File: src/rtl/result_sender.sv
// Streams a latched ASCII result buffer to a UART transmitter one byte at a time, skipping NULs.
// Define RESULT_SENDER_CRLF_EN to append a CR/LF terminator after the buffer.
module result_sender #(
    parameter int NBYTES = 16,
    parameter int CW     = 5
) (
    input  logic                clk,
    input  logic                rst_n,
    input  logic                out_en,
    input  logic [8*NBYTES-1:0] result,
    input  logic                tx_busy,
    output logic [7:0]          tx_data,
    output logic                tx_start,
    output logic                sent,
    output logic [CW-1:0]       byte_cnt
);

    typedef enum logic [2:0] {
        S_IDLE,
        S_FETCH,
        S_ISSUE,
        S_ACK,
        S_DRAIN,
        S_CR_LF,
        S_FINISH
    } state_t;

    localparam logic [CW-1:0] LAST_IDX = CW'(NBYTES);
`ifdef RESULT_SENDER_CRLF_EN
    localparam logic [CW-1:0] LF_IDX   = CW'(NBYTES + 1);
`endif

    state_t            state_reg, state_next;
    logic [CW-1:0]     index_reg, index_next;
    logic [7:0]        tx_data_reg, tx_data_next;
    logic              tx_start_reg, tx_start_next;
    logic              sent_reg, sent_next;
    logic [CW-1:0]     byte_cnt_reg, byte_cnt_next;
    logic              latch_en;
    logic [8*NBYTES-1:0] buf_flat;
    logic [7:0]        cur_byte;

    // Character gi lives in its own register; char 0 is the MSB byte of result.
    genvar gi;
    generate
        for (gi = 0; gi < NBYTES; gi++) begin : g_buf
            logic [7:0] char_reg;
            always_ff @(posedge clk or negedge rst_n) begin
                if (!rst_n)
                    char_reg <= '0;
                else if (latch_en)
                    char_reg <= result[8*(NBYTES-gi)-1 -: 8];
            end
            assign buf_flat[8*gi +: 8] = char_reg;
        end
    endgenerate

    always_comb begin
        cur_byte = '0;
        for (int i = 0; i < NBYTES; i++) begin
            if (index_reg == CW'(i))
                cur_byte = buf_flat[8*i +: 8];
        end
    end

    always_ff @(posedge clk or negedge rst_n) begin
        if (!rst_n) begin
            state_reg    <= S_IDLE;
            index_reg    <= '0;
            tx_data_reg  <= 8'h00;
            tx_start_reg <= 1'b0;
            sent_reg     <= 1'b0;
            byte_cnt_reg <= '0;
        end else begin
            state_reg    <= state_next;
            index_reg    <= index_next;
            tx_data_reg  <= tx_data_next;
            tx_start_reg <= tx_start_next;
            sent_reg     <= sent_next;
            byte_cnt_reg <= byte_cnt_next;
        end
    end

    always_comb begin
        state_next    = state_reg;
        index_next    = index_reg;
        tx_data_next  = tx_data_reg;
        tx_start_next = 1'b0;
        sent_next     = sent_reg;
        byte_cnt_next = byte_cnt_reg;
        latch_en      = 1'b0;

        case (state_reg)
            S_IDLE: begin
                sent_next = 1'b0;
                if (out_en) begin
                    latch_en      = 1'b1;
                    index_next    = '0;
                    byte_cnt_next = '0;
                    state_next    = S_FETCH;
                end
            end

            S_FETCH: begin
                if (!out_en) begin
                    state_next = S_IDLE;
                end else if (index_reg >= LAST_IDX) begin
`ifdef RESULT_SENDER_CRLF_EN
                    state_next = S_CR_LF;
`else
                    state_next = S_FINISH;
                    sent_next  = 1'b1;
`endif
                end else if (cur_byte == 8'h00) begin
                    index_next = index_reg + CW'(1);
                end else begin
                    tx_data_next = cur_byte;
                    state_next   = S_ISSUE;
                end
            end

`ifdef RESULT_SENDER_CRLF_EN
            // Terminator bytes reuse the index past the buffer end.
            S_CR_LF: begin
                if (!out_en) begin
                    state_next = S_IDLE;
                end else if (index_reg == LAST_IDX) begin
                    tx_data_next = 8'h0D;
                    state_next   = S_ISSUE;
                end else if (index_reg == LF_IDX) begin
                    tx_data_next = 8'h0A;
                    state_next   = S_ISSUE;
                end else begin
                    state_next = S_FINISH;
                    sent_next  = 1'b1;
                end
            end
`endif

            S_ISSUE: begin
                if (!out_en) begin
                    state_next = S_IDLE;
                end else if (!tx_busy) begin
                    tx_start_next = 1'b1;
                    state_next    = S_ACK;
                end
            end

            // A frame is in flight from here on, so out_en is only honoured once it ends.
            S_ACK: begin
                if (tx_busy)
                    state_next = S_DRAIN;
            end

            S_DRAIN: begin
                if (!tx_busy) begin
                    if (byte_cnt_reg != '1)
                        byte_cnt_next = byte_cnt_reg + CW'(1);
                    index_next = index_reg + CW'(1);
                    state_next = out_en ? S_FETCH : S_IDLE;
                end
            end

            S_FINISH: begin
                if (!out_en) begin
                    sent_next  = 1'b0;
                    state_next = S_IDLE;
                end
            end

            default: begin
                state_next = S_IDLE;
            end
        endcase
    end

    assign tx_data  = tx_data_reg;
    assign tx_start = tx_start_reg;
    assign sent     = sent_reg;
    assign byte_cnt = byte_cnt_reg;

endmodule

File: config.mk
export PLATFORM = sky130hd
export DESIGN_NAME = result_sender
export DESIGN_NICKNAME = d
export VERILOG_FILES = /design/src/rtl/result_sender.sv
export SDC_FILE = /design/constraint.sdc
export NUM_CORES = 1
export LEC_CHECK = 0
export BUFFER_PORTS_ARGS = -buffer_cell sky130_fd_sc_hd__clkbuf_2
export CAP_MARGIN = 30
export CORE_MARGIN = 2
export CORE_UTILIZATION = 40
export CTS_CLUSTER_SIZE = 8
export DETAILED_ROUTE_END_ITERATION = 8
export GPL_ROUTABILITY_DRIVEN = 0
export HOLD_SLACK_MARGIN = 0.08
export PLACE_DENSITY_LB_ADDON = 0.2
export SYNTH_ARGS = -nofsm -noshare
export SYNTH_HDL_FRONTEND = slang
export SYNTH_SLANG_ARGS = --single-unit
File: constraint.sdc
create_clock -name clk -period 5.3 [get_ports clk]
set_input_delay 0.265 -clock clk [delete_from_list [all_inputs] [get_ports clk]]
set_output_delay 0.265 -clock clk [all_outputs]
set_load 0.02 [all_outputs]
==> results.yml <==
synthesis:
  synth_area_sq_mm: 0.00777
  synthMuxAreaShare_pct: 17.1
  syn-num-nets: 868
  synth_area_leaders: "dfrtp_1 (49%), mux2_2 (17%), o21ai_0 (3.0%), a21oi_1 (2.6%), nand2_1 (2.3%)"
  yosys.area_share.simple_pct: 14.3
  yosysWarnings: 0
  synth_top_family_by_area: "multiplexers"
  synthAdderAreaFrac_pct: 1.13
  synthArstFlopShare_pct: 100
  synthCells: 729
  synth_compound_area_share_pct: 14.4
  synth-edff-count: 0
  yosysSeqAreaShare_pct: 48.6
  synth_area_per_cell_sq_um: 10.7
  synthXorXnorAreaFrac_pct: 0.225
  yosys.cell_types.count: 73
  synth_top_cell_by_area: "dfrtp_1"
  synth_ff_type: "dfrtp_1"
  synth_top_area_share_pct: 48.6
  ys_ff_latch: 151
sta:
  min_period_ns: 4.16
  tightest_slew_ns: 1.02
  fin_skew_ns: 0.0113
  fmax_ghz: 0.240
  finalHoldViolations: 0
  setup_viol: 0
  slew-limit-headroom_pct: 32.0
  fin_ws_ns: 1.14
  maxSlewViolCount: 0
  finalSetupTns_ns: 0
  rsz0062_at_grt: "false"
  period_share_pct: 78.6
routing:
  ant_nets: 0
  dr.pass1.iters: 5
  wl_per_cell_um: 19.1
  avgViaCountPerCell: 5.48
  vias: 6753
  drc: 0
  routed_wl_um: 23500
  dr.first_iter.drc_count: 659
global_routing:
  grt_pass1_vias: 6644
  gr-total-overflow: 0
  gr-usage-all-layers_pct: 23.6
  antenna_found_initial: 0
  grt_max_degree: 101
  grt_pass1_wl_um: 36800
floorplanning:
  rows: 50
  die_w_um: 143
  initial_core_util_pct: 41.1
  fp.coreArea_sq_mm: 0.0189
  dieArea_sq_mm: 0.0206
  design.portCount: 147
  die_height_um: 143
worst_setup_path:
  path_max_fanout: 23
  critPathLaunchType: "register"
  crit_type: "register to register"
  r2r_start: "index_reg[0]$_DFFE_PN0P_"
  cp.required_ns: 5.61
  reg2reg_to: "tx_data[4]$_DFFE_PN0P_"
  rrSetupSlack_ns: 1.14
  cp_slowest_cell: "ha_1"
  path_cells: "inv_1 > ha_1 > nor4b_1 > nand3_1 > and3_1 > o41a_1 > o221ai_1 > nor3b_1 > a31oi_2 > mux2_2"
  slowest_delay_ns: 0.74
  endpoint_kind: "register"
  critPathArrivalTime_ns: 4.47
  rr_worst_depth: 10
worst_hold_path:
  hold_depth: 2
  min_path_type: "input pin to register"
  hold_path_end: "g_buf[3].char_reg[1]$_DFFE_PN0P_"
  min_from: "result[97]"
cts:
  clock_latency_ns: 0.42
  cts_buffers: 17
  clk_pin_slew_ns: 0.07
  cts_root_buf: "clkbuf_16"
  postCtsSetupBuffers: 0
  clockBufferDepth: 2
  cts_tree: "done"
  clock_sinks: 151
  cts_resized: 0
  htreeDepth: 4
cells_and_area:
  layout_common_cells: "dfrtp_1 (151), clkbuf_2 (145), mux2_2 (117)"
  area_growth_pct: 34.9
  layout_commonest_cell: "dfrtp_1"
  final_nets: 1098
  largest_register_ffs: 128
  diodes: 0
  fin_util_pct: 55.5
  drive_above_1_share_pct: 32.2
flow_run:
  timing.max_cap.violations: 0
placement:
  preCtsSetupSlack_ns: 1.16
  io_buffers: 146
  dp_hpwl_um: 16000
pwr:
  ir_drop_mv: 0.240
  p_per_area_mw_per_mm2: 505
  total_power_uw: 5300
  p_leak_uw: 0.00450
outcome:
  status: "finished, final reports clean"
worst max-delay path: cells and delay by family (launching register included):
family          cells  cell delay, ns
compound gates      3            1.22
simple gates        4            1.15
fa+ha+maj           1            0.74
flops               1            0.41
mux                 1            0.40
buf+inv             1            0.11
routing by layer:
layer / wire, um / part of all wire [%] / global-route usage, % / vias to the layer above
met5: 0 / 0 / 0 / -
met3: 1440 / 6.1 / 4.47 / 46
met1: 11000 / 47 / 34.9 / 3290
li1: - / - / - / 3145
met4: 590 / 2.5 / 8.10 / 0
met2: 10500 / 45 / 34.9 / 272
synth_stat cells, drive strengths merged (3+ instances only):
master   count
nand2       47
o21ai       46
and3         3
nand2b       8
nand3        7
nor3b       11
o32ai        6
and2         4
o2111ai      3
and4b        3
o22ai        9
nor2b       13
buf         13
nor4         3
a31oi        8
o31ai        3
or3          6
a22oi        5
nand3b       6
nor3        15
nand4bb      4
a32oi        4
clkbuf      41
nand4b       5
o211ai       3
nor4bb       3
mux2       117
nand4        3
or3b         4
ha           7
inv         27
a211oi       7
dfrtp      151
nor2        43
a2111oi      4
a21oi       41
a221oi       4
where the power goes:
part	leakage, uW	switching, uW	internal, uW	total (uW)
sequential	0.00182	436	1710	2140
clock	0.000308	495	851	1350
combinational	0.00238	879	929	1810
total	0.00450	1810	3490	5300
how the worst max path moves through the flow:
stage / startpoint / to / slack, ns / cells past startpoint
2_1_floorplan: index_reg[1]$_DFFE_PN0P_ / index_reg[3]$_DFFE_PN0P_ / 1.65 / 14
3_3_place_gp: index_reg[0]$_DFFE_PN0P_ / tx_data[6]$_DFFE_PN0P_ / 1.22 / 10
3_5_place_dp: index_reg[0]$_DFFE_PN0P_ / tx_data[4]$_DFFE_PN0P_ / 1.16 / 10
4_1_cts: index_reg[0]$_DFFE_PN0P_ / tx_data[4]$_DFFE_PN0P_ / 1.16 / 10
5_1_grt: index_reg[0]$_DFFE_PN0P_ / tx_data[3]$_DFFE_PN0P_ / 0.72 / 10
6_report: index_reg[0]$_DFFE_PN0P_ / tx_data[4]$_DFFE_PN0P_ / 1.14 / 10
cell type report:
type                    instances  area, sq um
clock buffers                  21          450
clock inverters                11          196
fillers                      1674         8410
inverters                      28          105
multi-input cells             496         3670
flip-flops and latches        151         3780
well taps                     260          325
repair buffers                265         1960
what timing repair did:
action / 4_1_cts / 5_1_grt
setup endpoints to repair: 0 / 0
hold buffers: 108 / 1
endpoints found under the hold margin: 206 / 1
cell families (layout without fill, tap and decap cells):
| group | count (synthesis) | in the layout |
|---|---|---|
| flip-flops | 151 | 151 |
| buffers and inverters | 82 | 325 |
| multiplexers | 118 | 118 |
| XOR/XNOR | 2 | 2 |
| adder cells (fa/ha/maj) | 7 | 7 |
| AND/OR/NAND/NOR | 198 | 198 |
| AO/OA/AOI/OAI | 171 | 171 |
metrics by stage:
stage | std cells | cell area, sq um | hold slack (ns)
after floorplan | 729 | 7770 | -0.0306
after global placement | 1089 | 8690 | 0.430
after global routing | 1232 | 10500 | 0.0777
after detailed placement | 1089 | 8690 | 0.426
after CTS | 1229 | 10400 | 0.0806
final | 1232 | 10500 | 0.0839
Note: power is estimated with default switching activity, not from simulation.
